**config.mk**
```make
export PLATFORM = sky130hd
export DESIGN_NAME = edgedet_multi
export DESIGN_NICKNAME = d
export VERILOG_FILES = /design/src/rtl/edgedet_multi.sv
export SDC_FILE = /design/constraint.sdc
export NUM_CORES = 1
export LEC_CHECK = 0
export CAP_MARGIN = 20
export CORE_MARGIN = 2
export CORE_UTILIZATION = 30
export CTS_CLUSTER_SIZE = 20
export DETAILED_ROUTE_END_ITERATION = 8
export SLEW_MARGIN = 0
export SYNTH_ARGS = -nofsm -noshare
export SYNTH_HDL_FRONTEND = slang
export SYNTH_SLANG_ARGS = --single-unit
```
**constraint.sdc**
```tcl
create_clock -name in_clk -period 4.36 [get_ports in_clk]
set_input_delay 0.872 -clock in_clk [delete_from_list [all_inputs] [get_ports in_clk]]
set_output_delay 0.872 -clock in_clk [all_outputs]
set_load 0.03 [all_outputs]
```
**src/rtl/edgedet_multi.sv**
```systemverilog
// Multi-channel synchronising edge detector with per-channel mode, sticky pending/overflow flags.
// Optional debounce filter enabled by defining EDGEDET_DEBOUNCE_EN.
module edgedet_multi #(
    parameter int unsigned NUM_CHANNELS    = 8,
    parameter int unsigned SYNC_STEPS      = 2,
    parameter int unsigned DEBOUNCE_CYCLES = 16
) (
    input  logic                      in_clk,
    input  logic                      in_rst,
    input  logic [NUM_CHANNELS-1:0]   in_signal,
    input  logic [2*NUM_CHANNELS-1:0] in_mode,
    input  logic [NUM_CHANNELS-1:0]   in_ack,
    output logic [NUM_CHANNELS-1:0]   out_edge,
    output logic [NUM_CHANNELS-1:0]   out_pending,
    output logic [NUM_CHANNELS-1:0]   out_overflow,
    output logic                      out_any
);

`ifdef EDGEDET_DEBOUNCE_EN
    localparam int unsigned CNT_W = $clog2(DEBOUNCE_CYCLES + 1);
    localparam logic [CNT_W-1:0] CNT_LAST = CNT_W'(DEBOUNCE_CYCLES - 1);
`else
    // Debounce length has no effect when the filter is compiled out.
    if (DEBOUNCE_CYCLES == 0) begin : g_debounce_unused
    end
`endif

    for (genvar i = 0; i < NUM_CHANNELS; i++) begin : g_ch
        logic [SYNC_STEPS-1:0] sync_q;
        logic                  s;
        logic                  f_q;
        logic                  f_d;
        logic                  ev;
        logic                  edge_q;
        logic                  pend_q;
        logic                  pend_d;
        logic                  ovf_q;
        logic                  ovf_d;

        assign s = sync_q[SYNC_STEPS-1];

`ifdef EDGEDET_DEBOUNCE_EN
        logic [CNT_W-1:0] cnt_q;
        logic [CNT_W-1:0] cnt_d;

        // Accept a new level only after it has been stable for DEBOUNCE_CYCLES cycles.
        always_comb begin
            f_d   = f_q;
            cnt_d = cnt_q;
            if (s == f_q) begin
                cnt_d = '0;
            end else if (cnt_q == CNT_LAST) begin
                f_d   = s;
                cnt_d = '0;
            end else begin
                cnt_d = cnt_q + CNT_W'(1);
            end
        end

        always_ff @(posedge in_clk or posedge in_rst) begin
            if (in_rst) begin
                cnt_q <= '0;
            end else begin
                cnt_q <= cnt_d;
            end
        end
`else
        assign f_d = s;
`endif

        // Edge of the filtered level, qualified by this channel's rise/fall enables.
        always_comb begin
            ev = ((f_d & ~f_q) & in_mode[2*i]) | ((~f_d & f_q) & in_mode[2*i+1]);
        end

        // Pending/overflow follow the registered pulse; an event wins over a coincident ack.
        always_comb begin
            pend_d = pend_q;
            ovf_d  = ovf_q;
            if (edge_q && in_ack[i]) begin
                pend_d = 1'b1;
                ovf_d  = 1'b0;
            end else if (edge_q && pend_q) begin
                ovf_d  = 1'b1;
            end else if (edge_q) begin
                pend_d = 1'b1;
            end else if (in_ack[i]) begin
                pend_d = 1'b0;
                ovf_d  = 1'b0;
            end
        end

        always_ff @(posedge in_clk or posedge in_rst) begin
            if (in_rst) begin
                sync_q <= '0;
                f_q    <= 1'b0;
                edge_q <= 1'b0;
                pend_q <= 1'b0;
                ovf_q  <= 1'b0;
            end else begin
                sync_q <= {sync_q[SYNC_STEPS-2:0], in_signal[i]};
                f_q    <= f_d;
                edge_q <= ev;
                pend_q <= pend_d;
                ovf_q  <= ovf_d;
            end
        end

        assign out_edge[i]     = edge_q;
        assign out_pending[i]  = pend_q;
        assign out_overflow[i] = ovf_q;
    end

    assign out_any = |out_pending;

endmodule
```
# Yosys cells after proc, flatten, opt, wreduce, memory -nomap -nowiden
# Index checks and enable logic that the tools add are counted.
# op_classes
mux	56
n_eq_ne	16
reduce_logical	49
bitwise	56
# ops
cell	count
$mux 1	56
$reduce_bool 3->1	16
$and 1x1->1	32
$reduce_and 2->1	16
$ne 3x1->1 const B	8
$logic_and 1x1->1	16
$ne 2x2->1 const B	8
$not 1->1	16
$or 1x1->1	8
$reduce_or 8->1	1
# totals
in_bits	34
elab_cells	217
regBits	48
out_inout_bits	25

# Logic depth before layout (Yosys ltp)
# Gate-level depths: netlist (run 1).
# depth
ltp_word	4
depth_mapped	2
mapped_depth_nobuf	2

# Least setup slack after synthesis (run 1)
# No wires, ideal clock.
# synth_timing
path_kind	reg2out
from	register g_ch[4].pend_q
to	output port out_any
arrival_time_ns	0.869
setup_slack_ns	2.619
path_stages_with_launch	3
n_path_buf	0
path_cell_list	dfrtp_1 > nor4_1 > nand2_1
# synth_between
elab_chain_cells	1
# synth_rtl
item	line	text
start: declaration	35	logic pend_q;
start signal: assignment	104	pend_q <= pend_d;
$reduce_or 8->1	114	assign out_any = |out_pending;
end: declaration	16	output logic out_any
# No other way between the ends.

# Final worst setup path (run 1)
# layout_timing
from	register g_ch[0].pend_q
to	output port out_any
# layout_between
elab_chain_cells	1
# layout_rtl
item	line
start: declaration	35
start signal: assignment	104
$reduce_or 8->1	114
# No other way between the ends.

==> results.md, run 1 <==
* Drt initial violations at 61
* Die area at 6260 µm²
* FMAX at 385 MHz
* Sequential share of the synthesized area at 71.0%
* Synthesized area at 1690 µm²
* ANT nets after route at 0
* Routed length per placed instance at 11.0 µm
* Setup repair bufs after CTS at 0
* Post-synthesis register bit count at 48
* Reg2Reg Depth at 2
* Mapped Cells at 132
* Psw at 218 µW
* Post-Syn Nets at 166
* Design area at 2290 µm²
* Initial Util at 30.9%
* Die Span X at 79.1 µm
* Pint at 673 µW
* Power Density at 388 nW/µm²
* Die H at 79.1 µm
* Final worst slack at 1770 ps
* Ys Warns at 0
* Netlist cell types at 11
* Peak VDD IR at 0.000177 V
* WHS at 351 ps
* Hold Crit Start: g_ch[2].sync_q[0]$_DFF_PP0_
* Switching Share at 24.5%
* Status: completed
* CP arrival at 1720 ps
* Placeable Area at 5470 µm²
* Routability congestion estimate from global placement at 0.739
* Worst slack, placed at 2030 ps
* CTS tree: done
* Fin. Hold Viols at 0
* Comb pwr share at 15.2%
* Leakage Power at 0.00104 µW
* RSZ-0062 raised after global routing: false
* Actual slew at the worst max-slew pin at 406 ps
* Clock power frac at 29.4%
* Finish-stage setup viols at 0
* Final Cycle Share at 59.5%
* Area Overhead vs Synth at 35.5%
* Setup TNS at 0 ps
* Skew final at 4.17 ps
* CTS resizes at 0
* Worst reg2reg setup slack at 3630 ps
* Placed inst area at 2180 µm²
* # Max-Cap Violations at 0
* Worst r2r src: g_ch[1].edge_q$_DFF_PP0_
* DRC viols at 0
* Final net count at 208
* Vias in the first global route at 972
* Worst Hold Path Cells at 0
* Vias post-DR at 994
* Worst-path fanout max at 4
* Worst-skew pair later-pin latency at 290 ps
* Largest net degree at the start of global routing at 49
* # diodes at 0
* Port bufs at 58
* Max-slew headroom at 72.9%
* First-pass GRT wire length at 4.68 mm
* Grt total ovfl at 0
* DR pass1 iterations at 3
* Worst hold-check path type: reg2reg
* Seq pwr share at 55.4%
* Syn_area_per_cell at 12.8 µm²
* Dpl hpwl at 1.99 mm
* Max-slew violations at 0
* CTS Hold Bufs at 0
* Vias per inst at 4.02
* Worst-path clk slew at 80 ps
* H-tree levels at 2
* Wirelength, routed at 2.73 mm
* Root Buffer: clkbuf_8
* Layout cells sized above 1 at 5.14%
* Number of CTS-inserted buffers at 5
* Setup crit end kind: output port
* CTS sink cnt at 48
* GRT Util Overall at 10.0%
* Core Rows at 27
* Max Buffers Root-to-Sink at 2
* R2R Path End: g_ch[1].ovf_q$_DFFE_PP0P_
* Crit Path Category: reg2out
* I/O pins at 59
* Worst Path Required at 3490 ps
* Final Critical Period at 2590 ps
* CP Launch Type: flip-flop
* Antenna violations before repair at 0
* Hold Path End: g_ch[2].sync_q[1]$_DFF_PP0_
-- cell type report --
class                   count  area, µm²
well taps                  72       90.1
repair buffers             59        601
inverters                   9       33.8
flip-flops and latches     48       1200
multi-input cells          51        278
clock buffers               8       90.1
fillers                   534       3180
-- per-layer routing --
layer	track usage (%)	wire length [µm]	up-vias
met5	0	0	-
met4	5.17	64	0
met3	3.75	169	7
met2	14.3	1320	31
met1	13.2	1170	466
li1	-	-	490
-- registers in the layout, indices dropped and copies added (netlist names) --
signal,cells
g_ch.f_q,8
g_ch.edge_q,8
g_ch.ovf_q,8
g_ch.pend_q,8
g_ch.sync_q,16
-- logic make-up after synthesis --
group,Yosys count,share of synthesized area (%)
and+or+nand+nor,27,8.06
DFF,48,71.0
AOI/OAI and AO/OA,24,8.35
buffers and inverters,33,12.6
-- synth_stat cells --
cell       n  area share, %
dfrtp_1   48             71
nor2_1     8            1.8
a21o_2     1           0.52
a21o_1     7            3.1
nor4_1     2           0.74
a21oi_1    8            2.4
o21ai_0    8            2.4
nand3b_1   8            3.5
inv_1      9            2.0
nand2_1    9            2.0
buf_4     24             11
-- through the flow --
| step | power (µW) | std cells | util [%] |
|---|---|---|---|
| 3_3_place_gp | 637 | 238 | 39.9 |
| 2_1_floorplan | 587 | 132 | - |
| 3_5_place_dp | 639 | 238 | 39.9 |
| 4_1_cts | 908 | 246 | 41.5 |
| 6_report | 891 | 247 | 41.9 |
| 5_1_grt | 941 | 247 | 41.9 |
-- cells in the final DEF, fill, tap and decap left out --
| cell type | n |
|---|---|
| clkbuf_1 | 2 |
| a21o_2 | 1 |
| buf_12 | 1 |
| dfrtp_1 | 48 |
| a21oi_1 | 8 |
| inv_2 | 1 |
| nand3b_1 | 8 |
| nand2_1 | 9 |
| a21o_1 | 7 |
| inv_1 | 8 |
| nor2_1 | 8 |
| nor4_1 | 2 |
| clkbuf_8 | 6 |
| o21ai_0 | 8 |
| clkdlybuf4s50_1 | 58 |
-- worst max-delay path: stages (launching register included) --
cell and delay [ps]:
dfrtp_1 410, nor4_1 340, nand2_1 80, clkdlybuf4s50_1 600
-- power by group through the flow --
| stage | clock network (µW) | registers (µW) | logic, µW |
|---|---|---|---|
| after floorplan | 0 | 497 | 89.4 |
| final | 262 | 494 | 135 |
| after detailed placement | 0 | 503 | 136 |
| after global placement | 0 | 501 | 136 |
| after CTS | 278 | 494 | 136 |
| after global routing | 296 | 498 | 147 |
-- worst max-delay path by stage --
stage | start | end | slack (ps)
after floorplan | in_rst | g_ch[0].edge_q$_DFF_PP0_ | 2340
after global placement | g_ch[0].pend_q$_DFFE_PP0P_ | out_any | 2040
after detailed placement | g_ch[0].pend_q$_DFFE_PP0P_ | out_any | 2030
after CTS | g_ch[0].pend_q$_DFFE_PP0P_ | out_any | 1690
after global routing | g_ch[0].pend_q$_DFFE_PP0P_ | out_any | 1650
final | g_ch[0].pend_q$_DFFE_PP0P_ | out_any | 1770
Note: power is estimated with default switching activity, not from simulation.
==> inputs of run 2 (changes only) <==
==> constraint.sdc (replaced) <==
create_clock -name in_clk -period 2.5 [get_ports in_clk]
set_input_delay 0.5 -clock in_clk [delete_from_list [all_inputs] [get_ports in_clk]]
set_output_delay 0.5 -clock in_clk [all_outputs]
set_load 0.03 [all_outputs]
==> run 2 against run 1 <==
Against the previous run:
- cell count stayed put
- register-to-register slack got worse by 1900 ps
- clock-buffer cell count is 2 lower
- clock power increased by 78%
- non-clock buffer count did not move
- clock skew down 1.8 ps
- via count down 1.4%
- hold slack better by 1.6 ps
- routed wire length is 3.9% higher
==> results.md, run 2 (same netlist as run 1, synthesis figures left out) <==
* Status: completed
* Core Rows at 27
* # Max-Cap Violations at 0
* Vias post-DR at 980
* H-tree levels at 2
* Setup repair bufs after CTS at 0
* CTS Hold Bufs at 0
* Worst hold-check path type: reg2reg
* CP Launch Type: flip-flop
* Actual slew at the worst max-slew pin at 602 ps
* Grt total ovfl at 0
* WHS at 353 ps
* Port bufs at 58
* Area Overhead vs Synth at 34.9%
* I/O pins at 59
* Routability congestion estimate from global placement at 0.718
* Setup TNS at 0 ps
* Dpl hpwl at 2.05 mm
* Design area at 2280 µm²
* Met1 Resource Use GR at 14.1%
* Vias in the first global route at 978
* Final net count at 208
* Antenna violations before repair at 0
* Final Critical Period at 2230 ps
* ANT nets after route at 0
* Drt initial violations at 33
* DRC viols at 0
* CTS sink cnt at 48
* GRT Util Overall at 10.4%
* Worst Path Required at 2000 ps
* Finish-stage setup viols at 0
* Die H at 79.1 µm
* Worst-skew pair later-pin latency at 290 ps
* CP arrival at 1730 ps
* Root Buffer: clkbuf_8
* Initial Util at 30.9%
* Met3 Track Usage GR at 3.75%
* # diodes at 0
* Final worst slack at 275 ps
* Placeable Area at 5470 µm²
* Max reg flops at 16
* Worst-path fanout max at 4
* Worst-path clk slew at 80 ps
* Leakage Power at 0.00104 µW
* Met2 GRT Util at 14.5%
* Final Cycle Share at 89.0%
* Busiest grt layer: met2
* Vias per inst at 3.97
* Skew final at 2.34 ps
* DR pass1 iterations at 4
* Most frequent cells in the layout: clkdlybuf4s50_1, dfrtp_1, nand2_1
* Die area at 6260 µm²
* Max-slew headroom at 59.9%
* RSZ-0062 raised after global routing: false
* FMAX at 449 MHz
* Most common cell after layout, fill and taps aside: clkdlybuf4s50_1
* Routed length per placed instance at 11.5 µm
* Fin. Hold Viols at 0
* Largest net degree at the start of global routing at 49
* Crit Path Category: reg2out
* Placed inst area at 2190 µm²
* Max Buffers Root-to-Sink at 2
* Number of CTS-inserted buffers at 5
* Layout cells sized above 1 at 6.29%
* Worst slack, placed at 571 ps
* First-pass GRT wire length at 4.84 mm
* Power Density at 684 nW/µm²
* Setup crit end kind: output port
* CTS resizes at 0
* Peak VDD IR at 0.000348 V
* Top reg by flops: g_ch.sync_q
* Wirelength, routed at 2.83 mm
* Max-slew violations at 0
* CTS tree: done
* Die Span X at 79.1 µm
==> run 2: cell count changes in the layout (fill, tap and decap cells not counted) <==
cell,previous run,this run
clkinv_2,0,2
clkbuf_1,2,0
buf_4,0,1
buf_12,1,0
==> run 2: worst paths after layout <==
check / start / end / slack, ps / cells past startpoint
max: g_ch[0].pend_q$_DFFE_PP0P_ / out_any / 270 / 3
min: g_ch[7].sync_q[0]$_DFF_PP0_ / g_ch[7].sync_q[1]$_DFF_PP0_ / 350 / 0
max reg2reg: g_ch[6].pend_q$_DFFE_PP0P_ / g_ch[6].ovf_q$_DFFE_PP0P_ / 1760 / 2
min reg2reg: g_ch[7].sync_q[0]$_DFF_PP0_ / g_ch[7].sync_q[1]$_DFF_PP0_ / 350 / 0
max in group asynchronous: in_rst / g_ch[7].f_q$_DFF_PP0_ / 1420 / 3
min in group asynchronous: in_rst / g_ch[3].f_q$_DFF_PP0_ / 670 / 3
==> run 2: routing by layer <==
| layer | wire [µm] | part of all wire (%) |
|---|---|---|
| met4 | 60 | 2.1 |
| met5 | 0 | 0 |
| met2 | 1350 | 48 |
| met1 | 1260 | 45 |
| met3 | 155 | 5.5 |
==> run 2: cell type report <==
type | instances | area [µm²]
sequential | 48 | 1200
tap | 72 | 90.1
inverter | 9 | 33.8
timing repair buffer | 59 | 588
fill | 540 | 3190
clock buffer | 6 | 82.6
clock inverter | 2 | 10.0
multi-input combinational | 51 | 278
==> run 2: critical path, stage by stage (launching register included) <==
cell and delay [ps]:
dfrtp_1 420, nor4_1 340, nand2_1 80, clkdlybuf4s50_1 600
==> run 2: where the power goes <==
group          switching [µW]  total (µW)  leakage (µW)  internal (µW)
Combinational             114         233      0.000403            119
Sequential               35.7         861      0.000591            826
Clock                     246         467     0.0000510            221
Total                     396        1560       0.00104           1170
==> run 2: through the flow <==
step | util, % | power (µW) | instances
finish | 41.7 | 1560 | 247
global route | 41.7 | 1650 | 247
CTS | 41.7 | 1590 | 247
detailed placement | 40.0 | 1120 | 239
global placement | 40.0 | 1110 | 239
floorplan | - | 1020 | 132
==> inputs of run 3 (changes only) <==
--- a/config.mk
+++ b/config.mk
@@ -5,7 +5,7 @@
 export SDC_FILE = /design/constraint.sdc
 export NUM_CORES = 1
 export LEC_CHECK = 0
-export CAP_MARGIN = 20
+export CAP_MARGIN = 40
 export CORE_MARGIN = 2
 export CORE_UTILIZATION = 30
 export CTS_CLUSTER_SIZE = 20
==> results of run 3 <==
No change in the layout: final DEF, timing and power equal those of run 2.
